--- src/rtl/keypad_scan_ctrl.sv ---
// 4x4 keypad scanner: drives one column low per slot, debounces a single key and
// emits one key_valid pulse per press; release is debounced before scanning resumes.
module keypad_scan_ctrl #(
  parameter int SCAN_DIV     = 1000,
  parameter int DEBOUNCE_CNT = 3
) (
  input  logic       clk,
  input  logic       rst,
  input  logic [3:0] row_in,
  output logic [3:0] col_out,
  output logic [3:0] key_code,
  output logic       key_valid,
  output logic       key_held
);

  localparam int SW = $clog2(SCAN_DIV);
  localparam int CW = (DEBOUNCE_CNT < 2) ? 1 : $clog2(DEBOUNCE_CNT + 1);
  localparam logic [SW-1:0] SLOT_LAST = SW'(SCAN_DIV - 1);
  localparam logic [CW-1:0] CNT_DONE  = CW'(DEBOUNCE_CNT);

  typedef enum logic [2:0] {
    S_SCAN,
    S_DEBOUNCE,
    S_ACCEPT,
    S_HOLD,
    S_RELEASE
  } state_t;

  state_t        r_state;
  logic [3:0]    r_sync1;
  logic [3:0]    r_row_s;
  logic [SW-1:0] r_slot;
  logic [1:0]    r_col;
  logic [CW-1:0] r_cnt;
  logic [1:0]    r_row_cap;
  logic [3:0]    r_key_code;
  logic          r_key_valid;
  logic          r_key_held;

  state_t        w_state_nxt;
  logic [1:0]    w_col_nxt;
  logic [CW-1:0] w_cnt_nxt;
  logic [1:0]    w_row_cap_nxt;
  logic [3:0]    w_key_code_nxt;
  logic          w_key_valid_nxt;
  logic          w_key_held_nxt;

  logic          w_sample;
  logic [3:0]    w_low;
  logic          w_valid;
  logic [1:0]    w_row_idx;
  logic          w_cap_low;
  logic [CW-1:0] w_cnt_inc;

  assign w_sample  = (r_slot == SLOT_LAST);
  assign w_low     = ~r_row_s;
  // Exactly one row low; none is a release, several is ghosting.
  assign w_valid   = (w_low != 4'd0) && ((w_low & (w_low - 4'd1)) == 4'd0);
  assign w_cap_low = ~r_row_s[r_row_cap];
  assign w_cnt_inc = r_cnt + CW'(1);

  always_comb begin
    w_row_idx = 2'd0;
    case (w_low)
      4'b0010: w_row_idx = 2'd1;
      4'b0100: w_row_idx = 2'd2;
      4'b1000: w_row_idx = 2'd3;
      default: w_row_idx = 2'd0;
    endcase
  end

  always_ff @(posedge clk) begin
    if (rst) begin
      r_sync1 <= 4'b1111;
      r_row_s <= 4'b1111;
      r_slot  <= '0;
    end else begin
      r_sync1 <= row_in;
      r_row_s <= r_sync1;
      r_slot  <= w_sample ? '0 : r_slot + SW'(1);
    end
  end

  always_ff @(posedge clk) begin
    if (rst) begin
      r_state     <= S_SCAN;
      r_col       <= 2'd0;
      r_cnt       <= '0;
      r_row_cap   <= 2'd0;
      r_key_code  <= 4'd0;
      r_key_valid <= 1'b0;
      r_key_held  <= 1'b0;
    end else begin
      r_state     <= w_state_nxt;
      r_col       <= w_col_nxt;
      r_cnt       <= w_cnt_nxt;
      r_row_cap   <= w_row_cap_nxt;
      r_key_code  <= w_key_code_nxt;
      r_key_valid <= w_key_valid_nxt;
      r_key_held  <= w_key_held_nxt;
    end
  end

  // Key outputs are loaded on the edge into ACCEPT so they are visible during it.
  always_comb begin
    w_state_nxt     = r_state;
    w_col_nxt       = r_col;
    w_cnt_nxt       = r_cnt;
    w_row_cap_nxt   = r_row_cap;
    w_key_code_nxt  = r_key_code;
    w_key_valid_nxt = 1'b0;
    w_key_held_nxt  = r_key_held;
    case (r_state)
      S_SCAN: begin
        if (w_sample) begin
          if (w_valid) begin
            w_row_cap_nxt = w_row_idx;
            w_cnt_nxt     = CW'(1);
            if (DEBOUNCE_CNT == 1) begin
              w_state_nxt     = S_ACCEPT;
              w_key_code_nxt  = {w_row_idx, r_col};
              w_key_valid_nxt = 1'b1;
              w_key_held_nxt  = 1'b1;
            end else begin
              w_state_nxt = S_DEBOUNCE;
            end
          end else begin
            w_col_nxt = r_col + 2'd1;
          end
        end
      end
      S_DEBOUNCE: begin
        if (w_sample) begin
          if (w_valid && (w_row_idx == r_row_cap)) begin
            w_cnt_nxt = w_cnt_inc;
            if (w_cnt_inc == CNT_DONE) begin
              w_state_nxt     = S_ACCEPT;
              w_key_code_nxt  = {r_row_cap, r_col};
              w_key_valid_nxt = 1'b1;
              w_key_held_nxt  = 1'b1;
            end
          end else begin
            w_cnt_nxt   = '0;
            w_col_nxt   = r_col + 2'd1;
            w_state_nxt = S_SCAN;
          end
        end
      end
      S_ACCEPT: begin
        w_cnt_nxt   = '0;
        w_state_nxt = S_HOLD;
      end
      S_HOLD: begin
        if (w_sample && !w_cap_low) begin
          if (DEBOUNCE_CNT == 1) begin
            w_key_held_nxt = 1'b0;
            w_col_nxt      = r_col + 2'd1;
            w_cnt_nxt      = '0;
            w_state_nxt    = S_SCAN;
          end else begin
            w_cnt_nxt   = CW'(1);
            w_state_nxt = S_RELEASE;
          end
        end
      end
      S_RELEASE: begin
        if (w_sample) begin
          if (!w_cap_low) begin
            w_cnt_nxt = w_cnt_inc;
            if (w_cnt_inc == CNT_DONE) begin
              w_key_held_nxt = 1'b0;
              w_col_nxt      = r_col + 2'd1;
              w_cnt_nxt      = '0;
              w_state_nxt    = S_SCAN;
            end
          end else begin
            w_cnt_nxt   = '0;
            w_state_nxt = S_HOLD;
          end
        end
      end
      default: w_state_nxt = S_SCAN;
    endcase
  end

  assign col_out   = ~(4'b0001 << r_col);
  assign key_code  = r_key_code;
  assign key_valid = r_key_valid;
  assign key_held  = r_key_held;

endmodule

--- config.mk ---
export PLATFORM = sky130hd
export DESIGN_NAME = keypad_scan_ctrl
export DESIGN_NICKNAME = d
export VERILOG_FILES = /design/src/rtl/keypad_scan_ctrl.sv
export SDC_FILE = /design/constraint.sdc
export NUM_CORES = 1
export LEC_CHECK = 0
export CORE_AREA = 2 2 61 63
export CTS_CLUSTER_SIZE = 12
export DETAILED_ROUTE_END_ITERATION = 12
export DIE_AREA = 0 0 63 65
export HOLD_SLACK_MARGIN = 0.06
export PLACE_DENSITY = 0.8
export SLEW_MARGIN = 0
export SYNTH_ARGS = -nofsm -noshare
export SYNTH_HDL_FRONTEND = slang
export SYNTH_SLANG_ARGS = --single-unit
--- constraint.sdc ---
create_clock -name clk -period 2.8 [get_ports clk]
set_input_delay 0.84 -clock clk [delete_from_list [all_inputs] [get_ports clk]]
set_output_delay 0.84 -clock clk [all_outputs]
set_load 0.005 [all_outputs]
==> results of run 1 <==
==> worst max path at each step <==
stage | endpoint | slack (ns) | depth (start not counted)
finish | col_out[2] | 0.39 | 4
global route | col_out[0] | 0.31 | 4
CTS | col_out[2] | 0.37 | 4
detailed placement | r_state[2] | 0.62 | 5
global placement | r_state[2] | 0.63 | 5
floorplan | r_state[2] | 0.79 | 6
==> Yosys cell counts, types with 4 or more instances <==
cell type / count
sky130_fd_sc_hd__nand2_1: 12
sky130_fd_sc_hd__dfxtp_1: 33
sky130_fd_sc_hd__nand2b_1: 6
sky130_fd_sc_hd__inv_1: 11
sky130_fd_sc_hd__or2_2: 11
sky130_fd_sc_hd__and3_1: 4
sky130_fd_sc_hd__nor2_1: 23
sky130_fd_sc_hd__nor4_1: 5
sky130_fd_sc_hd__nor2b_1: 4
sky130_fd_sc_hd__xor2_1: 6
sky130_fd_sc_hd__mux2i_1: 7
sky130_fd_sc_hd__a21oi_1: 6
sky130_fd_sc_hd__clkbuf_1: 7
sky130_fd_sc_hd__ha_1: 8
sky130_fd_sc_hd__xnor2_1: 4
==> routing by layer <==
layer / vias up / part of all wire / track usage
met4: 0 / 0.020 / 0.0861
li1: 674 / - / -
met2: 29 / 0.47 / 0.263
met3: 5 / 0.047 / 0.0434
met1: 598 / 0.46 / 0.221
met5: - / 0 / 0
==> layout make-up <==
cell class | instances | area (um2) | area share
Multi-Input combinational cell | 134 | 911 | 0.483
Inverter | 11 | 41.3 | 0.0219
Tap cell | 48 | 60.1 | 0.0319
Timing Repair Buffer | 16 | 158 | 0.0836
Sequential cell | 33 | 661 | 0.350
Clock inverter | 3 | 17.5 | 0.00929
Clock buffer | 5 | 37.5 | 0.0199
==> power by group <==
group | leakage (nW) | internal, mW | switching (mW)
clock network | 0.0310 | 0.0945 | 0.166
registers | 0.268 | 0.478 | 0.00603
logic | 0.414 | 0.0223 | 0.0233
==> flip-flops by register name, summed over array words and instances (netlist names) <==
name       cells
r_cnt          2
key_code       4
r_state        3
r_slot        10
key_valid      1
r_row_cap      2
r_row_s        4
key_held       1
r_sync1        4
r_col          2
==> kinds of logic after synthesis <==
group,after synthesis
XOR/XNOR,10
AO/OA/AOI/OAI,27
flip-flops,33
buffers and inverters,18
adder cells (fa/ha/maj),8
multiplexers,8
AND/OR/NAND/NOR,81
==> worst register-to-register path: stages, from the launching register on <==
cell and delay [ns]:
sky130_fd_sc_hd__dfxtp_1 0.43, sky130_fd_sc_hd__mux4_2 0.60, sky130_fd_sc_hd__or3_1 0.38, sky130_fd_sc_hd__a221o_1 0.33, sky130_fd_sc_hd__o21ai_2 0.09, sky130_fd_sc_hd__or2_2 0.16
sky130_fd_sc_hd__o21ai_0 0.08
==> through the flow <==
stage / utilization / std cells / power (mW)
final: 0.539 / 250 / 0.790
after global routing: 0.539 / 250 / 0.824
after CTS: 0.539 / 250 / 0.798
after detailed placement: 0.524 / 242 / 0.540
after global placement: 0.524 / 242 / 0.540
after floorplan: - / 185 / 0.525
==> results.sh, run 1 <==
export IMPL_layout_cells_most_common="sky130_fd_sc_hd__dfxtp_1"
export IMPL_core_area_mm2=0.00350
export IMPL_report_final_setup_viol=0
export IMPL_critical_path_reg2reg_endpoint="r_state[0]"
export IMPL_fmax_mhz=414
export IMPL_grt_pass1_wl_um=5490
export IMPL_final_setup_skew_ns=0.00571
export IMPL_chipHeight_um=65
export IMPL_final_layout_size_suffix_gt1_frac=0.139
export IMPL_status="completed"
export IMPL_crit_chain="inv_1 > ha_1 > inv_1 > clkdlybuf4s50_1"
export IMPL_buffer_ports_inserted=15
export IMPL_largest_cells_by_area_after_synthesis="sky130_fd_sc_hd__dfxtp_1, sky130_fd_sc_hd__ha_1, sky130_fd_sc_hd__nor2_1, sky130_fd_sc_hd__mux2i_1, sky130_fd_sc_hd__or2_2"
export IMPL_synthSimpleGateAreaFrac=0.259
export IMPL_fin_worst_hold_slack_ns=0.420
export IMPL_synthArstFlopShare=0
export IMPL_htree_num_levels=2
export IMPL_largest_net_degree_at_the_start_of_global_routing=16
export IMPL_dr_vias=1306
export IMPL_max_cap_violations=0
export IMPL_synth_ff_latch_count=33
export IMPL_regToRegStartpoint="r_row_cap[0]"
export IMPL_wire_per_inst_um=12.2
export IMPL_synth_yosys_warnings=0
export IMPL_critical_path_n_buffers_inverters=3
export IMPL_finalWirelength_um=3040
export IMPL_cp_max_fo=4
export IMPL_ir_drop_mv=0.207
export IMPL_mappedNetlistNets=199
export IMPL_hold_crit_path_type="reg -> reg"
export IMPL_n_fill_cell=323
export IMPL_worstHoldPathCells=1
export IMPL_arrival_ns=1.57
export IMPL_max_clock_path_buffers=2
export IMPL_boundaryPins=16
export IMPL_post_synth_mux_area_share=0.0565
export IMPL_power_leakage_nw=0.713
export IMPL_final_period_minus_worst_setup_slack_ns=2.41
export IMPL_yosys_area_share_xor_xnor=0.0534
export IMPL_slowest_delay_ns=0.48
export IMPL_yosysTopAreaCell="sky130_fd_sc_hd__dfxtp_1"
export IMPL_cts_hold_buf=0
export IMPL_synth_yosys_seq_area_share=0.403
export IMPL_nNetsFinal=215
export IMPL_clkTransAtPathRegs_ns=0.10
export IMPL_worst_hold_startpoint="r_sync1[1]"
export IMPL_grt_setup_unrepaired="no"
export IMPL_critPathLaunch="r_col[0]"
export IMPL_track_usage=0.171
export IMPL_floorplan_die_width_um=63
export IMPL_drt_first_pass_iters=4
export IMPL_synth_cell_types=42
export IMPL_path_type_of_the_worst_setup_path="reg -> out"
export IMPL_dieArea_mm2=0.00410
export IMPL_post_synth_top_area_fraction=0.403
export IMPL_worst_skew_pair_late_latency_ns=0.34
export IMPL_cts_sinks=33
export IMPL_worst_setup_path_end_kind="primary output"
export IMPL_slowest_stage="sky130_fd_sc_hd__clkdlybuf4s50_1"
export IMPL_routed_via_density=5.22
export IMPL_layout_setup_ws_ns=0.387
export IMPL_drtIter0Drc=82
export IMPL_yosys_area_share_adder=0.0611
export IMPL_cts_root_buffer="sky130_fd_sc_hd__clkbuf_4"
export IMPL_drt_drc_violations_left=0
export IMPL_initial_utilization=0.469
export IMPL_final_hold_viol_count=0
export IMPL_mean_area_per_synthesized_cell_um2=8.86
export IMPL_tritoncts="built"
export IMPL_timing_reg2reg_setup_slack_ns=0.63
export IMPL_largest_family_of_logic_cells_by_synthesized_area="simple AND/OR/NAND/NOR gates"
export IMPL_totalNegativeSetupSlack_ns=0
export IMPL_cp_start_kind="flip-flop"
export IMPL_finalInstanceArea_mm2=0.00189
export IMPL_synth_enable_flop_cells=0
export IMPL_first_global_vias=1221
export IMPL_place_area_mm2=0.00183
export IMPL_synth_compound_gate_area_share=0.126
export IMPL_gr_total_overflow=0
export IMPL_power_density_mw_per_mm2=419
export IMPL_worst_slew_margin_rel=0.692
export IMPL_setup_repair_bufs_after_cts=0
export IMPL_worst_endpoint_required_time_ns=1.96
export IMPL_worstHoldEndpoint="r_row_s[1]"
export IMPL_post_cts_resized=0
export IMPL_worstMarginPinSlew_ns=0.449
export IMPL_synth_cell_area_mm2=0.00164
export IMPL_antennaDiodeCount=0
export IMPL_synth_cells=185
export IMPL_antenna_violations_before_repair=0
export IMPL_place_detailed_hpwl_um=2300
export IMPL_rows=22
export IMPL_area_delta_synth_final_pct=15.0
export IMPL_cts_buffers_inserted=5
export IMPL_route_antenna_remaining_nets=0
export IMPL_gpl_final_weighted_congestion=0.882
export IMPL_cpLargestDelayFamily="buffers and inverters"
export IMPL_dpl_ws_ns=0.621
export IMPL_postSynth_topFlopCell="sky130_fd_sc_hd__dfxtp_1"
export IMPL_layout_cells_most_common_list="sky130_fd_sc_hd__dfxtp_1, sky130_fd_sc_hd__nor2_1, sky130_fd_sc_hd__clkdlybuf4s50_1"
export IMPL_reg2regPathDepth=6
export IMPL_final_max_slew_viol_count=0
export IMPL_worst_path_most_repeated_cell="sky130_fd_sc_hd__inv_1"
export IMPL_portion_of_the_clock_cycle_consumed_by_the_worst_path_in_the_final_layout=0.862
No activity file was read; power rests on OpenSTA's default activity.
==> run 2: changes to the inputs <==
Settings changed: CORE_AREA 2 2 61 63 to 2 2 84 46, DIE_AREA 0 0 63 65 to 0 0 86 48, DONT_BUFFER_PORTS from default to 1, PLACE_DENSITY 0.8 to 0.75.
==> results.sh, run 2 (synthesis gave the netlist of run 1 again) <==
export IMPL_status="completed"
export IMPL_core_area_mm2=0.00332
export IMPL_layout_cells_most_common="sky130_fd_sc_hd__dfxtp_1"
export IMPL_final_setup_skew_ns=0.00547
export IMPL_grt_pass1_wl_um=5350
export IMPL_cts_root_buffer="sky130_fd_sc_hd__clkbuf_8"
export IMPL_totalNegativeSetupSlack_ns=0
export IMPL_final_hold_viol_count=0
export IMPL_cp_start_kind="flip-flop"
export IMPL_crit_chain="mux4_2 > or3_1 > a221o_1 > o21ai_2 > nor3_1 > a31o_1"
export IMPL_floorplan_die_width_um=86
export IMPL_slowest_delay_ns=0.59
export IMPL_final_layout_size_suffix_gt1_frac=0.150
export IMPL_route_antenna_remaining_nets=0
export IMPL_path_type_of_the_worst_setup_path="reg -> reg"
export IMPL_fmax_mhz=464
export IMPL_buffer_ports_inserted=0
export IMPL_report_final_setup_viol=0
export IMPL_cp_max_fo=6
export IMPL_layout_cells_most_common_list="sky130_fd_sc_hd__dfxtp_1, sky130_fd_sc_hd__nor2_1, sky130_fd_sc_hd__nand2_1"
export IMPL_post_cts_resized=0
export IMPL_grt_setup_unrepaired="no"
export IMPL_largest_register_ff_count=10
export IMPL_gr_usage_met3=0.0741
export IMPL_gr_total_overflow=0
export IMPL_routed_via_density=5.69
export IMPL_setup_repair_bufs_after_cts=0
export IMPL_boundaryPins=16
export IMPL_ir_drop_mv=0.382
export IMPL_slowest_stage="sky130_fd_sc_hd__mux4_2"
export IMPL_worst_slew_margin_rel=0.697
export IMPL_tritoncts="built"
export IMPL_chipHeight_um=48
export IMPL_gpl_final_weighted_congestion=0.882
export IMPL_wire_per_inst_um=14.7
export IMPL_nNetsFinal=200
export IMPL_n_fill_cell=298
export IMPL_largest_net_degree_at_the_start_of_global_routing=24
export IMPL_drt_first_pass_iters=4
export IMPL_antenna_violations_before_repair=0
export IMPL_clkTransAtPathRegs_ns=0.07
export IMPL_grt_use_met2=0.288
export IMPL_drtIter0Drc=126
export IMPL_rows=15
export IMPL_drt_drc_violations_left=0
export IMPL_area_delta_synth_final_pct=9.39
export IMPL_final_period_minus_worst_setup_slack_ns=2.16
export IMPL_power_leakage_nw=0.684
export IMPL_worstMarginPinSlew_ns=0.441
export IMPL_dr_vias=1302
export IMPL_place_detailed_hpwl_um=2500
export IMPL_final_max_slew_viol_count=0
export IMPL_postLayoutCoreUtil=0.540
export IMPL_first_global_vias=1184
export IMPL_worst_endpoint_required_time_ns=2.99
export IMPL_initial_utilization=0.493
export IMPL_track_usage=0.182
export IMPL_power_density_mw_per_mm2=552
export IMPL_max_cap_violations=0
export IMPL_portion_of_the_clock_cycle_consumed_by_the_worst_path_in_the_final_layout=0.770
export IMPL_cts_sinks=33
export IMPL_busiest_layer="met2"
export IMPL_cts_hold_buf=0
export IMPL_cts_buffers_inserted=5
export IMPL_dieArea_mm2=0.00413
export IMPL_max_clock_path_buffers=2
export IMPL_antennaDiodeCount=0
export IMPL_finalWirelength_um=3370
export IMPL_fraction_of_met1_tracks_used_by_global_routing=0.215
export IMPL_largest_register="r_slot"
export IMPL_arrival_ns=2.34
export IMPL_worst_setup_path_end_kind="flip-flop"
export IMPL_htree_num_levels=2
export IMPL_hold_crit_path_type="reg -> reg"
export IMPL_worst_skew_pair_late_latency_ns=0.29
[run 2: cell count changes in the layout (fill, tap and decap cells not counted)]
cell and change:
sky130_fd_sc_hd__clkdlybuf4s50_1 -15, sky130_fd_sc_hd__bufinv_16 +1, sky130_fd_sc_hd__clkbuf_4 -5, sky130_fd_sc_hd__clkbuf_8 +6, sky130_fd_sc_hd__clkinv_2 -2
[run 2: path summary, 6_finish.rpt]
kind                     start  slack [ns]          to  depth (start not counted)
hold reg to reg     r_sync1[1]        0.41  r_row_s[1]                          1
setup / recovery  r_row_cap[0]        0.64  r_state[2]                          6
hold / removal      r_sync1[1]        0.41  r_row_s[1]                          1
setup reg to reg  r_row_cap[0]        0.64  r_state[2]                          6
[run 2: layer usage]
metal / vias to the layer above / share of wire / wire length (um)
met4: 0 / 0.013 / 43
met5: - / 0 / 0
li1: 642 / - / -
met3: 6 / 0.076 / 256
met1: 614 / 0.48 / 1620
met2: 40 / 0.43 / 1460
[run 2: critical path: cells and delay by family, from the launching register on]
family,cells,cell delay [ns]
DFF,1,0.42
and+or+nand+nor,2,0.44
muxes,1,0.59
AOI/OAI and AO/OA,3,0.59
[run 2: layout make-up]
cell class | instances | area (um2) | share of cell area
clock inverters | 2 | 37.5 | 0.0209
repair buffers | 1 | 7.51 | 0.00419
inverters | 11 | 41.3 | 0.0230
flip-flops and latches | 33 | 661 | 0.368
multi-input cells | 134 | 911 | 0.508
clock buffers | 6 | 82.6 | 0.0461
well taps | 42 | 52.6 | 0.0293
[run 2: per-stage QoR]
step	hold slack, ns	instance area [um2]	setup slack (ns)	total power, mW	std cells
detailed placement	0.396	1670	0.656	0.530	221
finish	0.410	1790	0.643	0.989	229
CTS	0.411	1790	0.643	0.998	229
global route	0.421	1790	0.515	1.02	229
global placement	0.393	1670	0.714	0.527	221
floorplan	0.389	1640	0.789	0.525	185
[run 2: power breakdown]
| part | switching [mW] | leakage, nW | internal [mW] |
|---|---|---|---|
| clock network | 0.179 | 0.0574 | 0.289 |
| registers | 0.00607 | 0.268 | 0.478 |
| logic | 0.0201 | 0.358 | 0.0158 |
| total | 0.206 | 0.684 | 0.783 |
